[config.mk]
export PLATFORM = sky130hd
export DESIGN_NAME = gate_operand_fetch_flat
export DESIGN_NICKNAME = d
export VERILOG_FILES = /design/src/rtl/gc_fetch_pkg.sv /design/src/rtl/gate_operand_fetch_if.sv /design/src/rtl/label_port_reader.sv /design/src/rtl/gate_operand_fetch.sv /design/src/flat_wrapper.sv
export SDC_FILE = /design/constraint.sdc
export NUM_CORES = 1
export LEC_CHECK = 0
export BUFFER_PORTS_ARGS = -buffer_cell sky130_fd_sc_hd__buf_2
export CAP_MARGIN = 20
export CORE_AREA = 3 3 249 251
export CTS_CLUSTER_DIAMETER = 40
export DETAILED_ROUTE_END_ITERATION = 10
export DIE_AREA = 0 0 252 254
export GPL_ROUTABILITY_DRIVEN = 0
export GPL_TIMING_DRIVEN = 0
export MAX_ROUTING_LAYER = met4
export PLACE_DENSITY = 0.57
export SKIP_LAST_GASP = 1
export SLEW_MARGIN = 20
export SYNTH_ARGS = -nofsm -noshare
export SYNTH_HDL_FRONTEND = slang
export SYNTH_SLANG_ARGS = --single-unit
[constraint.sdc]
create_clock -name clk -period 22.5 [get_ports clk]
set_input_delay 4.5 -clock clk [delete_from_list [all_inputs] [get_ports clk]]
set_output_delay 4.5 -clock clk [all_outputs]
set_load 0.02 [all_outputs]
[src/rtl/gc_fetch_pkg.sv]
`default_nettype none
// ============================================================================
// Module      : gc_fetch_pkg
// Description : Shared types and constants for the garbled-label operand
//               fetch unit (port FSM states, counter widths, saturating add).
// Revision    : 1.0 - initial release
// ============================================================================
package gc_fetch_pkg;

  typedef enum logic [1:0] {
    P_IDLE = 2'd0,
    P_WAIT = 2'd1,
    P_READ = 2'd2,
    P_DONE = 2'd3
  } port_state_t;

  localparam int STALL_W = 32;
  localparam int WAITC_W = 10;

  // Increment that sticks at all-ones instead of wrapping.
  function automatic logic [STALL_W-1:0] sat_inc_stall(input logic [STALL_W-1:0] v);
    return (&v) ? v : v + 1'b1;
  endfunction

endpackage
`default_nettype wire

[src/rtl/gate_operand_fetch_if.sv]
`default_nettype none
// ============================================================================
// Module      : gate_operand_fetch_if
// Description : Request and label-pair handshake bundle between the gate
//               scheduler (master) and the operand fetch unit (slave).
// Revision    : 1.0 - initial release
// ============================================================================
interface gate_operand_fetch_if #(
  parameter int S = 20,
  parameter int K = 128
);

  logic         req_valid;
  logic         req_ready;
  logic         req_single;
  logic [S-1:0] req_addr_a;
  logic [S-1:0] req_addr_b;
  logic         out_valid;
  logic         out_ready;
  logic [K-1:0] out_label_a;
  logic [K-1:0] out_label_b;

  modport master (
    output req_valid, req_single, req_addr_a, req_addr_b, out_ready,
    input  req_ready, out_valid, out_label_a, out_label_b
  );

  modport slave (
    input  req_valid, req_single, req_addr_a, req_addr_b, out_ready,
    output req_ready, out_valid, out_label_a, out_label_b
  );

endinterface
`default_nettype wire

[src/rtl/label_port_reader.sv]
`default_nettype none
// ============================================================================
// Module      : label_port_reader
// Description : One RAM read port: latches an operand address, polls the
//               written flag, issues the read when the port is free and
//               captures the label. Tracks per-request wait time and raises
//               a sticky timeout.
// Revision    : 1.0 - initial release
// ============================================================================
module label_port_reader
  import gc_fetch_pkg::*;
#(
  parameter int S   = 20,
  parameter int K   = 128,
  parameter int TMO = 1023
) (
  input  wire logic         clk,
  input  wire logic         rst,
  input  wire logic         clr,
  input  wire logic         accept,
  input  wire logic         skip,
  input  wire logic         done_ack,
  input  wire logic [S-1:0] req_addr,
  input  wire logic         rd_data_ready,
  input  wire logic         busy,
  input  wire logic [K-1:0] rd_data,
  output port_state_t       state,
  output logic [S-1:0]      rd_addr,
  output logic [K-1:0]      label,
  output logic              stalled,
  output logic              timeout
);

  localparam logic [WAITC_W:0] TMO_C = (WAITC_W + 1)'(TMO);

  logic [WAITC_W-1:0] waitc;
  logic [WAITC_W:0]   waitc_inc;
  logic               go;

  assign go        = rd_data_ready && !busy;
  assign waitc_inc = {1'b0, waitc} + 1'b1;
  assign stalled   = (state == P_WAIT) && !go;

  // Port FSM with address/label holding, wait counter and sticky timeout.
  always_ff @(posedge clk or posedge rst) begin
    if (rst) begin
      state   <= P_IDLE;
      rd_addr <= '0;
      label   <= '0;
      waitc   <= '0;
      timeout <= 1'b0;
    end else if (clr) begin
      state   <= P_IDLE;
      rd_addr <= '0;
      label   <= '0;
      waitc   <= '0;
      timeout <= 1'b0;
    end else begin
      unique case (state)
        P_IDLE: begin
          if (accept) begin
            rd_addr <= req_addr;
            waitc   <= '0;
            if (skip) begin
              label <= '0;
              state <= P_DONE;
            end else begin
              state <= P_WAIT;
            end
          end
        end
        P_WAIT: begin
          // The RAM samples rd_addr at the same edge we leave P_WAIT.
          if (go) begin
            state <= P_READ;
          end else begin
            if (!(&waitc)) waitc <= waitc + 1'b1;
            if ((TMO != 0) && (waitc_inc >= TMO_C)) timeout <= 1'b1;
          end
        end
        P_READ: begin
          label <= rd_data;
          state <= P_DONE;
        end
        P_DONE: begin
          if (done_ack) state <= P_IDLE;
        end
        default: state <= P_IDLE;
      endcase
    end
  end

endmodule
`default_nettype wire

[src/rtl/gate_operand_fetch.sv]
`default_nettype none
// ============================================================================
// Module      : gate_operand_fetch
// Description : Fetches a gate's operand label pair from the garbled-label
//               dual-port RAM (one reader per port) and hands the pair to the
//               garbler over a valid/ready handshake. Counts stall cycles.
// Revision    : 1.0 - initial release
// ============================================================================
module gate_operand_fetch
  import gc_fetch_pkg::*;
#(
  parameter int S   = 20,
  parameter int K   = 128,
  parameter int TMO = 1023
) (
  input  wire logic          clk,
  input  wire logic          rst,
  input  wire logic          clr,
  gate_operand_fetch_if.slave bus,
  output logic [S-1:0]       rd_addr_0,
  output logic [S-1:0]       rd_addr_1,
  input  wire logic          rd_data_ready_0,
  input  wire logic          rd_data_ready_1,
  input  wire logic          busy_0,
  input  wire logic          busy_1,
  input  wire logic [K-1:0]  rd_data_0,
  input  wire logic [K-1:0]  rd_data_1,
  output logic               err_timeout,
  output logic [STALL_W-1:0] stall_cnt
);

  port_state_t  state_0, state_1;
  logic [K-1:0] label_0, label_1;
  logic         stalled_0, stalled_1;
  logic         timeout_0, timeout_1;
  logic         accept, done_ack, req_ready_w, out_valid_w;

  // Accept only with both ports idle; the handshake cycle has both in P_DONE,
  // so a new request can land no earlier than the following cycle.
  assign req_ready_w = (state_0 == P_IDLE) && (state_1 == P_IDLE);
  assign out_valid_w = (state_0 == P_DONE) && (state_1 == P_DONE);
  assign accept      = bus.req_valid && req_ready_w;
  assign done_ack    = out_valid_w && bus.out_ready;

  assign bus.req_ready   = req_ready_w;
  assign bus.out_valid   = out_valid_w;
  assign bus.out_label_a = label_0;
  // Port 1 loads a zero label when the gate has a single operand.
  assign bus.out_label_b = label_1;
  assign err_timeout     = timeout_0 | timeout_1;

  label_port_reader #(.S(S), .K(K), .TMO(TMO)) u_port_a (
    .clk           (clk),
    .rst           (rst),
    .clr           (clr),
    .accept        (accept),
    .skip          (1'b0),
    .done_ack      (done_ack),
    .req_addr      (bus.req_addr_a),
    .rd_data_ready (rd_data_ready_0),
    .busy          (busy_0),
    .rd_data       (rd_data_0),
    .state         (state_0),
    .rd_addr       (rd_addr_0),
    .label         (label_0),
    .stalled       (stalled_0),
    .timeout       (timeout_0)
  );

  label_port_reader #(.S(S), .K(K), .TMO(TMO)) u_port_b (
    .clk           (clk),
    .rst           (rst),
    .clr           (clr),
    .accept        (accept),
    .skip          (bus.req_single),
    .done_ack      (done_ack),
    .req_addr      (bus.req_addr_b),
    .rd_data_ready (rd_data_ready_1),
    .busy          (busy_1),
    .rd_data       (rd_data_1),
    .state         (state_1),
    .rd_addr       (rd_addr_1),
    .label         (label_1),
    .stalled       (stalled_1),
    .timeout       (timeout_1)
  );

  // One count per cycle in which either port waits without advancing.
  always_ff @(posedge clk or posedge rst) begin
    if (rst) begin
      stall_cnt <= '0;
    end else if (clr) begin
      stall_cnt <= '0;
    end else if (stalled_0 || stalled_1) begin
      stall_cnt <= sat_inc_stall(stall_cnt);
    end
  end

endmodule
`default_nettype wire

[src/flat_wrapper.sv]
// flat-port wrapper written by rule: the top's interface ports become plain ports
module gate_operand_fetch_flat import gc_fetch_pkg::*;
#(
  parameter int S   = 20,
  parameter int K   = 128,
  parameter int TMO = 1023
)
  (clk, rst, clr, rd_addr_0, rd_addr_1, rd_data_ready_0, rd_data_ready_1, busy_0, busy_1, rd_data_0, rd_data_1, err_timeout, stall_cnt, bus_req_valid, bus_req_single, bus_req_addr_a, bus_req_addr_b, bus_out_ready, bus_req_ready, bus_out_valid, bus_out_label_a, bus_out_label_b);
  gate_operand_fetch_if #(.S(S), .K(K)) bus_i ();
  input  wire logic clk;
  input  wire logic rst;
  input  wire logic clr;
  output logic [S-1:0] rd_addr_0;
  output logic [S-1:0] rd_addr_1;
  input  wire logic rd_data_ready_0;
  input  wire logic rd_data_ready_1;
  input  wire logic busy_0;
  input  wire logic busy_1;
  input  wire logic [K-1:0] rd_data_0;
  input  wire logic [K-1:0] rd_data_1;
  output logic err_timeout;
  output logic [STALL_W-1:0] stall_cnt;
  input wire logic [$bits(bus_i.req_valid)-1:0] bus_req_valid;
  input wire logic [$bits(bus_i.req_single)-1:0] bus_req_single;
  input wire logic [$bits(bus_i.req_addr_a)-1:0] bus_req_addr_a;
  input wire logic [$bits(bus_i.req_addr_b)-1:0] bus_req_addr_b;
  input wire logic [$bits(bus_i.out_ready)-1:0] bus_out_ready;
  output wire logic [$bits(bus_i.req_ready)-1:0] bus_req_ready;
  output wire logic [$bits(bus_i.out_valid)-1:0] bus_out_valid;
  output wire logic [$bits(bus_i.out_label_a)-1:0] bus_out_label_a;
  output wire logic [$bits(bus_i.out_label_b)-1:0] bus_out_label_b;
  assign bus_i.req_valid = bus_req_valid;
  assign bus_i.req_single = bus_req_single;
  assign bus_i.req_addr_a = bus_req_addr_a;
  assign bus_i.req_addr_b = bus_req_addr_b;
  assign bus_i.out_ready = bus_out_ready;
  assign bus_req_ready = bus_i.req_ready;
  assign bus_out_valid = bus_i.out_valid;
  assign bus_out_label_a = bus_i.out_label_a;
  assign bus_out_label_b = bus_i.out_label_b;
  gate_operand_fetch #(.S(S), .K(K), .TMO(TMO)) u_core (.clk(clk), .rst(rst), .clr(clr), .bus(bus_i), .rd_addr_0(rd_addr_0), .rd_addr_1(rd_addr_1), .rd_data_ready_0(rd_data_ready_0), .rd_data_ready_1(rd_data_ready_1), .busy_0(busy_0), .busy_1(busy_1), .rd_data_0(rd_data_0), .rd_data_1(rd_data_1), .err_timeout(err_timeout), .stall_cnt(stall_cnt));
endmodule
== Yosys cells after proc, flatten, opt, wreduce, memory -nomap -nowiden ==
Cells that the tools add are included.

* Bits in registers: 354

* Add/subtract/negate cells: 5
* $lt $le $gt $ge: 2
* Equal/unequal tests: 20
* Mux-type cells: 42
* Bitwise gates (word level): 1
* Reductions and logical operators: 40

{| class="wikitable"
|+ Operator list
! cell !! number
|-
| $mux 128 || 5
|-
| $pmux 128 s2 || 1
|-
| $mux 20 || 6
|-
| $mux 32 || 3
|-
| $mux 10 || 7
|-
| $pmux 10 s2 || 2
|-
| $add 32x1->32 const B || 1
|-
| $reduce_and 32->1 || 1
|-
| $add 10x1->11 const B || 2
|-
| $ge 11x10->1 const B || 2
|-
| $ne 3x3->1 const B || 7
|-
| $add 10x1->10 const B || 2
|-
| $reduce_and 10->1 || 2
|-
| $reduce_bool 2->1 || 9
|-
| $mux 2 || 8
|-
| $pmux 2 s4 || 2
|-
| $reduce_and 3->1 || 5
|-
| $ne 3x2->1 const B || 4
|-
| $reduce_bool 3->1 || 3
|-
| $eq 2x2->1 const B || 4
|-
| $logic_and 1x1->1 || 8
|-
| $mux 1 || 8
|-
| $reduce_and 4->1 || 2
|-
| $ne 2x2->1 const B || 3
|-
| 6 further kinds || 13
|}

== Depth between registers and ports, before layout ==
* Depth after elaboration: 7
* Gate-level depth with buffers: 12

== Modules after synthesis ==
Synthesis repeated with hierarchy kept, for this count alone.

* Cell total of the unflattened synthesis: 1095
* Area total of the unflattened synthesis: 14118.5 um^2

{| class="wikitable"
|+ By module, submodules not included
! module !! times used !! cells an instance !! area an instance (um^2) !! seq. area each (um^2)
|-
| label_port_reader at u_core.u_port_b || 1 || 444 || 6100.9 || 4028.9
|-
| label_port_reader at u_core.u_port_a || 1 || 442 || 6090.8 || 4028.9
|-
| gate_operand_fetch || 1 || 209 || 1926.8 || 800.8
|}

== Worst setup path after synthesis ==
Ideal clock, no wire load.

* Path type: input port to flip-flop
* Start point: input port busy_1
* End point: register u_core.stall_cnt[0]
* Data arrival time: 5.739 ns
* Required time: 22.375 ns
* Setup slack: 16.636 ns
* Stages on the path: 5
* Buffers on the path: 1
* Cells stage by stage: nand2b_1 a221o_2 buf_2 nand2_1 mux2_2

* Word-level cells in the longest chain between the ends: 7

{| class="wikitable"
|+ RTL lines
! element !! line !! text
|-
| start, declared || flat_wrapper.sv:18 || <nowiki>input wire logic busy_1;</nowiki>
|-
| $logic_not 1->1 || label_port_reader.sv:40 || <nowiki>assign go = rd_data_ready && !busy;</nowiki>
|-
| $logic_and 1x1->1 || label_port_reader.sv:40 ||
|-
| $logic_not 1->1 || label_port_reader.sv:42 || <nowiki>assign stalled = (state == P_WAIT) && !go;</nowiki>
|-
| $logic_and 1x1->1 || label_port_reader.sv:42 ||
|-
| $logic_or 1x1->1 || gate_operand_fetch.sv:94 || <nowiki>end else if (stalled_0 || stalled_1) begin</nowiki>
|-
| $reduce_bool 2->1 (no line) || - ||
|-
| $reduce_and 2->1 (no line) || - ||
|-
| end signal, assigned || gate_operand_fetch.sv:95 || <nowiki>stall_cnt <= sat_inc_stall(stall_cnt);</nowiki>
|-
| end, declared || gate_operand_fetch.sv:29 || <nowiki>output logic [STALL_W-1:0] stall_cnt</nowiki>
|}

Every way passes these cells.
A chain may end at the register's enable or synchronous reset.

== Worst setup path after layout ==
* Start point: input port clr
* End point: register u_core.u_port_a.label[111]

* Word-level cells in the longest chain between the ends: 1
* Elaborated cells on any way between the ends: 2
* Those cells by class: mux: 1; reduce/logical: 1

{| class="wikitable"
|+ RTL lines
! element !! line !! text
|-
| start, declared || flat_wrapper.sv:12 || <nowiki>input wire logic clr;</nowiki>
|-
| $mux 128 / $reduce_bool 2->1 (equally long branches) || - ||
|-
| end signal, assigned || label_port_reader.sv:82 || <nowiki>label <= rd_data;</nowiki>
|-
| end, declared || label_port_reader.sv:29 || <nowiki>output logic [K-1:0] label,</nowiki>
|}

Several ways; a longest one is shown, not always the timed one.

==> impl_metrics.json <==
{
  "num-nets-final": 2483,
  "reg2reg_depth": 12,
  "async_flop_share": 1.00,
  "syn-mean-instance-area_um2": 10.4,
  "clock_path_buffers": 3,
  "root_buffer": "clkbuf_16",
  "cts_tree": "built",
  "finalMaxSlewViolations": 0,
  "clock.fmax_ghz": 0.160,
  "overflow": 0,
  "fin_tns_setup_ps": 0,
  "peakVddDrop_mv": 0.0664,
  "clock_latency_ps": 590,
  "die_y_um": 254,
  "endpoint_kind": "flip-flop",
  "path_clk_slew_ps": 50,
  "outcome": "completed",
  "synth_edf_count": 0,
  "startpoint_type": "primary input",
  "initial_core_util": 0.253,
  "post-route-min-period_ps": 6270,
  "final_common_cell": "buf_2",
  "grt_pass1_wl_um": 78600,
  "hold_viol_final": 0,
  "setup_ws_ps": 16230,
  "worst_pin_slew_ps": 970,
  "via_count": 13631,
  "switching_share": 0.359,
  "p_leak_nw": 10.9,
  "yosysSeqAreaShare": 0.581,
  "arrival_ps": 6700,
  "finalSetupViolCount": 0,
  "dieArea_um2": 64000,
  "synth_flop_cell": "dfrtp_1",
  "drtIter0Drc": 694,
  "antenna_found_initial": 4,
  "ios": 637,
  "critical_path_peak_fanout": 10,
  "first_pass_iters": 7,
  "avgViaCountPerCell": 4.54,
  "first_global_vias": 13986,
  "seq_power_share": 0.332,
  "whs_ps": 472,
  "drive_above_1_share": 0.363,
  "yosysWarningCount": 0,
  "crit_required_ps": 22930,
  "min_to": "u_core.u_port_b.label[52]",
  "post_cts_buffers": 0,
  "fp.dieW_um": 252,
  "slew_headroom": 0.354,
  "core_um2": 60100,
  "pwr_density_cell_nw_per_um2": 110,
  "reg2reg_to": "u_core.u_port_b.label[108]",
  "htree_levels": 2,
  "io_buffers": 636,
  "syn2layout_area_growth_pct": 41.2,
  "syn_area_um2": 15200,
  "grt_max_degree": 103,
  "path_class": "in -> reg",
  "postSynthCellCount": 1465,
  "cts.sinks": 354,
  "cts_buffers": 57,
  "row_count": 90,
  "reg2reg_slack_ps": 19570,
  "hold_class": "reg -> reg",
  "comb_power_share": 0.287,
  "timing.rr.start": "u_core.u_port_b.state[0]",
  "routed_wl_um": 52300,
  "cts_resized": 0,
  "yosysUniqueCellTypes": 62,
  "p_int_w": 0.00152,
  "drc": 0,
  "grt_usage": 0.160,
  "rsz0062_at_grt": "false",
  "synth-seq-cells": 354,
  "switchingPower_w": 0.000852,
  "final_cell_mix": "653 x buf_2, 354 x dfrtp_1, 293 x nand2_1",
  "fin_worst_skew_ps": 18.3,
  "syn-num-nets": 1785,
  "ctsHoldBuffers": 0,
  "clkPwrFrac": 0.382,
  "hpwl_um": 40600,
  "ant_nets": 0,
  "worstHoldStart": "u_core.u_port_b.label[52]",
  "pre_cts_ws_ps": 15480,
  "fin_crit_sh": 0.279,
  "wire_per_inst_um": 17.4,
  "post-route-util": 0.358,
  "fillerInstances": 6131,
  "maxCapViolations": 0,
  "holdPathStages": 2
}
-- Yosys cell counts, types with 10 or more instances --
cell type	count	area (um^2)
nand2_1	293	1100
dfrtp_1	354	8860
clkbuf_1	65	244
or4_1	15	113
o21ai_0	146	731
nor2_1	151	567
a22o_1	44	385
mux2i_1	131	1310
a21oi_1	29	145
or3_1	15	93.8
buf_2	17	85.1
inv_1	19	71.3
nand4_1	12	75.1
nand3_1	19	95.1
o31ai_1	19	143
and3_1	10	62.6
ha_1	14	175
-- power by group through the flow --
stage                     combinational, W  clock (W)  sequential (W)
final                             0.000679   0.000905        0.000786
after CTS                         0.000690   0.000929        0.000786
after global placement            0.000679          0        0.000793
after global routing              0.000744   0.000959        0.000797
after detailed placement          0.000689          0        0.000794
after floorplan                   0.000317          0        0.000899
-- state kept, by name, summed over array words and instances (netlist names) --
| signal | cells |
|---|---|
| u_core.u_port_a.rd_addr | 20 |
| u_core.u_port_b.rd_addr | 20 |
| u_core.u_port_a.waitc | 10 |
| u_core.u_port_b.state | 2 |
| u_core.u_port_b.label | 128 |
| u_core.u_port_a.timeout | 1 |
| u_core.u_port_a.label | 128 |
| u_core.u_port_b.waitc | 10 |
| u_core.u_port_b.timeout | 1 |
| u_core.u_port_a.state | 2 |
| u_core.stall_cnt | 32 |
-- worst max-delay path, stage by stage --
cell,delay [ps]
buf_2,120
buf_4,190
clkbuf_1,530
clkbuf_1,600
clkbuf_1,610
nor2_1,130
-- cells by family after synthesis --
logic type,share of synthesized area
AND/OR/NAND/NOR,0.168
flip-flops,0.581
AO/OA/AOI/OAI,0.111
multiplexers,0.0905
buffers and inverters,0.0339
adder cells (fa/ha/maj),0.0115
XOR/XNOR,0.00345
-- worst max path at each step --
stage | startpoint | end | slack, ps | cells after the start
floorplan | rst | u_core.stall_cnt[0] | 8180 | 1
global placement | rst | u_core.u_port_b.waitc[2] | 4230 | 2
detailed placement | clr | u_core.u_port_a.label[117] | 15480 | 6
CTS | clr | u_core.u_port_a.label[117] | 16090 | 6
global route | clr | u_core.u_port_a.label[111] | 16010 | 6
finish | clr | u_core.u_port_a.label[111] | 16230 | 6
-- final cells by class --
type,count,area (um^2),share of cell area
clock buffers,64,1530,0.0709
diodes,7,17.5,0.000814
plain buffers,97,445,0.0207
inverters,19,78.8,0.00366
well taps,782,978,0.0455
multi-input cells,995,5860,0.272
clock inverters,43,488,0.0227
flip-flops and latches,354,8860,0.412
repair buffers,639,3270,0.152
-- per-stage QoR --
step	power (W)	cells	area [um^2]
after floorplan	0.00122	1465	15200
after global placement	0.00147	2883	19400
after detailed placement	0.00148	2886	19500
after CTS	0.00240	2993	21500
after global routing	0.00250	2997	21500
final	0.00237	3000	21500
-- metal layers --
layer | part of all wire | up-vias | GRT usage | routed length (um)
met5 | 0 | - | - | 0
met4 | 0.033 | 0 | 0.0583 | 1720
met3 | 0.074 | 89 | 0.0435 | 3880
met2 | 0.51 | 515 | 0.278 | 26500
met1 | 0.39 | 6571 | 0.177 | 20200
li1 | - | 6456 | - | -
Power figures use the tool's default switching activity.
